File: config.mk
export PLATFORM = sky130hd
export DESIGN_NAME = pipeline_ctrl
export DESIGN_NICKNAME = d
export VERILOG_FILES = /design/src/rtl/pipeline_ctrl.sv
export SDC_FILE = /design/constraint.sdc
export NUM_CORES = 1
export LEC_CHECK = 0
export ABC_AREA = 1
export BUFFER_PORTS_ARGS = -buffer_cell sky130_fd_sc_hd__buf_2
export CAP_MARGIN = 40
export CORE_MARGIN = 3
export CORE_UTILIZATION = 35
export CTS_CLUSTER_SIZE = 40
export DETAILED_ROUTE_END_ITERATION = 8
export SYNTH_ARGS = -nofsm -noshare
export SYNTH_HDL_FRONTEND = slang
export SYNTH_SLANG_ARGS = --single-unit
export TNS_END_PERCENT = 30
File: constraint.sdc
create_clock -name clk -period 2.4 [get_ports clk]
set_clock_uncertainty 0.1 [all_clocks]
set_input_delay 0.24 -clock clk [delete_from_list [all_inputs] [get_ports clk]]
set_output_delay 0.24 -clock clk [all_outputs]
set_load 0.02 [all_outputs]
File: src/rtl/pipeline_ctrl.sv
// Stall/flush controller for the five-stage LC-3b pipeline: stage load enables,
// bubble injection, branch redirect sequencing and saturating perf counters.
module pipeline_ctrl #(
   parameter int unsigned CNT_WIDTH = 32
) (
   input  logic                 clk,
   input  logic                 reset,
   input  logic                 imem_resp,
   output logic                 imem_read,
   input  logic                 dmem_req,
   input  logic                 dmem_resp,
   input  logic                 de_valid,
   input  logic                 ex_valid,
   input  logic                 ex_is_load,
   input  logic [2:0]           ex_dest,
   input  logic                 de_use_sr1,
   input  logic                 de_use_sr2,
   input  logic [2:0]           de_sr1_id,
   input  logic [2:0]           de_sr2_id,
   input  logic                 br_taken,
   output logic                 load_pc,
   output logic                 load_if_de,
   output logic                 load_de_ex,
   output logic                 load_ex_mem,
   output logic                 load_mem_wb,
   output logic                 bubble_if_de,
   output logic                 bubble_de_ex,
   output logic                 bubble_ex_mem,
   output logic                 redirect_sel,
   output logic [CNT_WIDTH-1:0] stall_cycles,
   output logic [CNT_WIDTH-1:0] flush_count
);

   typedef enum logic [1:0] {
      INIT     = 2'd0,
      RUN      = 2'd1,
      REDIRECT = 2'd2
   } state_t;

   localparam logic [CNT_WIDTH-1:0] CNT_MAX = {CNT_WIDTH{1'b1}};

   state_t state;
   state_t state_next;
   logic   mstall;
   logic   lu;
   logic   fstall;
   logic   stall_inc;
   logic   flush_inc;

   assign mstall = dmem_req & ~dmem_resp;
   assign fstall = ~imem_resp;
   assign lu     = de_valid & ex_valid & ex_is_load &
                   ((de_use_sr1 & (de_sr1_id == ex_dest)) |
                    (de_use_sr2 & (de_sr2_id == ex_dest)));

   // Zero-latency control decode; reset overrides everything with a bubbled, frozen pipe.
   always_comb begin
      state_next    = state;
      imem_read     = 1'b0;
      load_pc       = 1'b0;
      load_if_de    = 1'b0;
      load_de_ex    = 1'b0;
      load_ex_mem   = 1'b0;
      load_mem_wb   = 1'b0;
      bubble_if_de  = 1'b0;
      bubble_de_ex  = 1'b0;
      bubble_ex_mem = 1'b0;
      redirect_sel  = 1'b0;
      flush_inc     = 1'b0;
      stall_inc     = 1'b0;
      if (reset) begin
         bubble_if_de  = 1'b1;
         bubble_de_ex  = 1'b1;
         bubble_ex_mem = 1'b1;
      end else begin
         case (state)
            INIT: begin
               load_if_de    = 1'b1;
               load_de_ex    = 1'b1;
               load_ex_mem   = 1'b1;
               load_mem_wb   = 1'b1;
               bubble_if_de  = 1'b1;
               bubble_de_ex  = 1'b1;
               bubble_ex_mem = 1'b1;
               state_next    = RUN;
            end
            RUN: begin
               imem_read = 1'b1;
               if (mstall) begin
                  // whole pipe frozen, a taken branch in MEM waits here too
               end else if (br_taken & ~fstall) begin
                  load_pc       = 1'b1;
                  load_if_de    = 1'b1;
                  load_de_ex    = 1'b1;
                  load_ex_mem   = 1'b1;
                  load_mem_wb   = 1'b1;
                  bubble_if_de  = 1'b1;
                  bubble_de_ex  = 1'b1;
                  bubble_ex_mem = 1'b1;
                  redirect_sel  = 1'b1;
                  flush_inc     = 1'b1;
               end else if (br_taken) begin
                  load_de_ex    = 1'b1;
                  load_ex_mem   = 1'b1;
                  load_mem_wb   = 1'b1;
                  bubble_de_ex  = 1'b1;
                  bubble_ex_mem = 1'b1;
                  flush_inc     = 1'b1;
                  state_next    = REDIRECT;
               end else if (lu) begin
                  load_de_ex   = 1'b1;
                  load_ex_mem  = 1'b1;
                  load_mem_wb  = 1'b1;
                  bubble_de_ex = 1'b1;
               end else if (fstall) begin
                  load_if_de   = 1'b1;
                  load_de_ex   = 1'b1;
                  load_ex_mem  = 1'b1;
                  load_mem_wb  = 1'b1;
                  bubble_if_de = 1'b1;
               end else begin
                  load_pc     = 1'b1;
                  load_if_de  = 1'b1;
                  load_de_ex  = 1'b1;
                  load_ex_mem = 1'b1;
                  load_mem_wb = 1'b1;
               end
            end
            REDIRECT: begin
               imem_read = 1'b1;
               if (!mstall) begin
                  // wrong-path fetch still outstanding; keep DE/EX killed
                  load_de_ex   = 1'b1;
                  bubble_de_ex = 1'b1;
                  load_ex_mem  = 1'b1;
                  load_mem_wb  = 1'b1;
                  if (imem_resp) begin
                     load_pc      = 1'b1;
                     redirect_sel = 1'b1;
                     load_if_de   = 1'b1;
                     bubble_if_de = 1'b1;
                     state_next   = RUN;
                  end
               end
            end
            default: state_next = INIT;
         endcase
         stall_inc = ((state == RUN) | (state == REDIRECT)) & ~load_pc;
      end
   end

   // State register and saturating performance counters.
   always_ff @(posedge clk or posedge reset) begin
      if (reset) begin
         state        <= INIT;
         stall_cycles <= '0;
         flush_count  <= '0;
      end else begin
         state <= state_next;
         if (stall_inc && (stall_cycles != CNT_MAX))
            stall_cycles <= stall_cycles + CNT_WIDTH'(1);
         if (flush_inc && (flush_count != CNT_MAX))
            flush_count <= flush_count + CNT_WIDTH'(1);
      end
   end

endmodule
==> metrics.yaml <==
pwr:
  p_sw_w: 0.00150
  p_per_area_nw_per_um2: 700
  power.internal_w: 0.00251
  power_frac_clock_pct: 34.9
  power.total_w: 0.00401
  vdd_drop_max_v: 0.000489
  switching_share_pct: 37.3
  sequentialPowerShare_pct: 33.2
  p_leak_nw: 3.04
  pwr-share-comb_pct: 31.8
routing:
  vias: 4921
  vias_per_cell: 4.93
  wirelength_um: 13800
  drtAntennaViolNets: 0
  dr.first_iter.drc_count: 385
  firstDrtPassIters: 5
  wl_per_cell_um: 13.8
  drc_errors: 0
synth:
  synth_edf_count: 0
  synthesis.nets: 750
  synth_area_um2: 4750
  synthArstFlopShare_pct: 100
  synthTopCellsByArea: "dfrtp_1 35%, nand2_1 26%, nor2_1 6.9%"
  yosys_most_used_dff: "dfrtp_1"
  ys_ff_latch: 66
  syn-instance-count: 724
  ys_seq_area_share_pct: 34.8
  syn-mean-instance-area_um2: 6.56
  yosysWarnings: 0
  netlist_top_cells_count: "333 x nand2_1, 87 x nor2_1, 66 x dfrtp_1"
  yosysUniqueCellTypes: 34
  synth_top_cell_by_area: "dfrtp_1"
  synth.most_common_cell: "nand2_1"
  synth_top_area_share_pct: 34.8
critical_path:
  r2r_cells: 10
  critPathArrivalTime_ns: 1.85
  crit_chain: "inv_1 > ha_1 > inv_1 > nor3_1 > nand2_2 > a21oi_1 > buf_2"
  cp_slowest_stage_delay_ns: 0.42
  r2r-end: "flush_count[2]"
  path_buf_inv: 3
  crit_family: "flip-flops"
  critPathKind: "flop to output port"
  cp.required_ns: 2.06
  regToRegSetupSlack_ns: 0.40
  timing.rr.start: "flush_count[0]"
  crit_path_start_kind: "flop"
  crit_slowest_cell: "dfrtp_1"
  path_max_fanout: 4
  crit_top_cell: "inv_1"
  endpoint_kind: "output port"
finish:
  areaGrowthSynthToFinish_pct: 20.4
  fin_util_pct: 44.3
  fin_nets: 848
  fin_area_um2: 5720
  drive_gt1_share_pct: 16.8
  antennaDiodeCount: 0
min_path:
  hold_class: "input pin to flop"
  min_to: "state[1]"
  hold_start: "imem_resp"
  min_path_cells: 4
die:
  core-area_um2: 12900
  ios: 94
  die-area_um2: 15000
  start_util_pct: 36.8
  row_count: 41
  die_w_um: 123
  die_h_um: 123
place:
  placed_area_um2: 5400
  port_buffers: 93
  place_congestion: 0.935
  place_hpwl_um: 10300
sta:
  tightestPinTransition_ns: 0.605
  slew_violations: 0
  final-hold-violation-count: 0
  maxSlewHeadroom_pct: 59.6
  hold_ws_ns: 0.368
  setup_viol: 0
  rsz0062_at_grt: "no"
  fin_setup_tns_ns: 0
  timing.fmax_ghz: 0.457
  timing.final.crit_share_pct: 91.1
  fin_crit_ns: 2.19
run_status:
  status: "finished clean"
global_route:
  grt-ovfl-total: 0
  grt_max_degree: 48
  antenna_found_initial: 0
  grtUsageTotal_pct: 19.3
  grt_pass1_wl_um: 23000
  grt_pass1_vias: 4482
clocking:
  root_buffer: "clkbuf_16"
  cts_tree: "yes"
  cts_setup_buffers: 0
  clk_latency_ns: 0.34
  clock_path_buffers: 2
  h-tree-depth: 3
  clk_pin_slew_ns: 0.06
  clock_sinks: 66
  numCtsBuffers: 9
flow_run:
  timing.max_cap.violations: 0
power by group through the flow:
| stage | clock network (W) | registers (W) | logic, W |
|---|---|---|---|
| finish | 0.00140 | 0.00133 | 0.00128 |
| global route | 0.00149 | 0.00134 | 0.00141 |
| CTS | 0.00143 | 0.00133 | 0.00129 |
| detailed placement | 0 | 0.00135 | 0.00128 |
| global placement | 0 | 0.00135 | 0.00128 |
| floorplan | 0 | 0.00142 | 0.000855 |
metal layers:
metal	wire length (um)	GRT usage, %
met1	6740	28.2
met2	5890	27.9
met3	902	4.65
met4	239	5.88
met5	0	0
registers in the layout (all words and copies together) (netlist names):
signal        flops
state             2
stall_cycles     32
flush_count      32
worst min-delay path, stage by stage:
cell and delay, ns:
buf_2 0.12, o21ai_0 0.15, a211o_1 0.17, o21ai_0 0.08
worst max path at each step:
stage,start,endpoint,slack (ns),cells past startpoint
CTS,state[1],load_pc,0.20,7
floorplan,reset,redirect_sel,0.08,3
detailed placement,flush_count[0],flush_count[2],0.41,10
global placement,flush_count[0],flush_count[2],0.42,10
global route,state[1],load_pc,0.06,7
finish,state[1],load_pc,0.21,7
metrics by stage:
stage	std cells	setup WS, ns
2_1_floorplan	724	0.0762
3_3_place_gp	982	0.419
3_5_place_dp	982	0.412
4_1_cts	999	0.196
5_1_grt	999	0.0592
6_report	999	0.212
layout make-up:
| cell class | count | area [um^2] |
|---|---|---|
| fill | 1396 | 7200 |
| multi-input combinational | 591 | 2770 |
| sequential | 66 | 1650 |
| timing repair buffer | 109 | 601 |
| clock buffer | 11 | 233 |
| tap | 172 | 215 |
| inverter | 45 | 175 |
| clock inverter | 5 | 78.8 |
placed cells by master (no fill, tap or decap), types with 10 or more instances in the layout:
cell / Yosys / layout
nand3_1: 18 / 18
nor2_1: 87 / 87
xnor2_1: 10 / 10
nand2_1: 333 / 333
buf_2: 8 / 93
inv_1: 42 / 41
dfrtp_1: 66 / 66
xor2_1: 27 / 27
buf_4: 4 / 14
nand3b_1: 21 / 21
nand4_1: 35 / 35
nor3_1: 17 / 17
kinds of logic after synthesis:
| group | synth area share [%] |
|---|---|
| buffers and inverters | 6.98 |
| adders and majority gates | 1.58 |
| DFF | 34.8 |
| AOI/OAI and AO/OA | 2.48 |
| xor gates and xnor gates | 7.16 |
| and+or+nand+nor | 47.1 |
what timing repair did:
action / CTS / global route
hold buffers: 1 / 0
resized for setup: 0 / 0
hold endpoints to repair: 19 / 0
(Power assumes the default switching activity.)
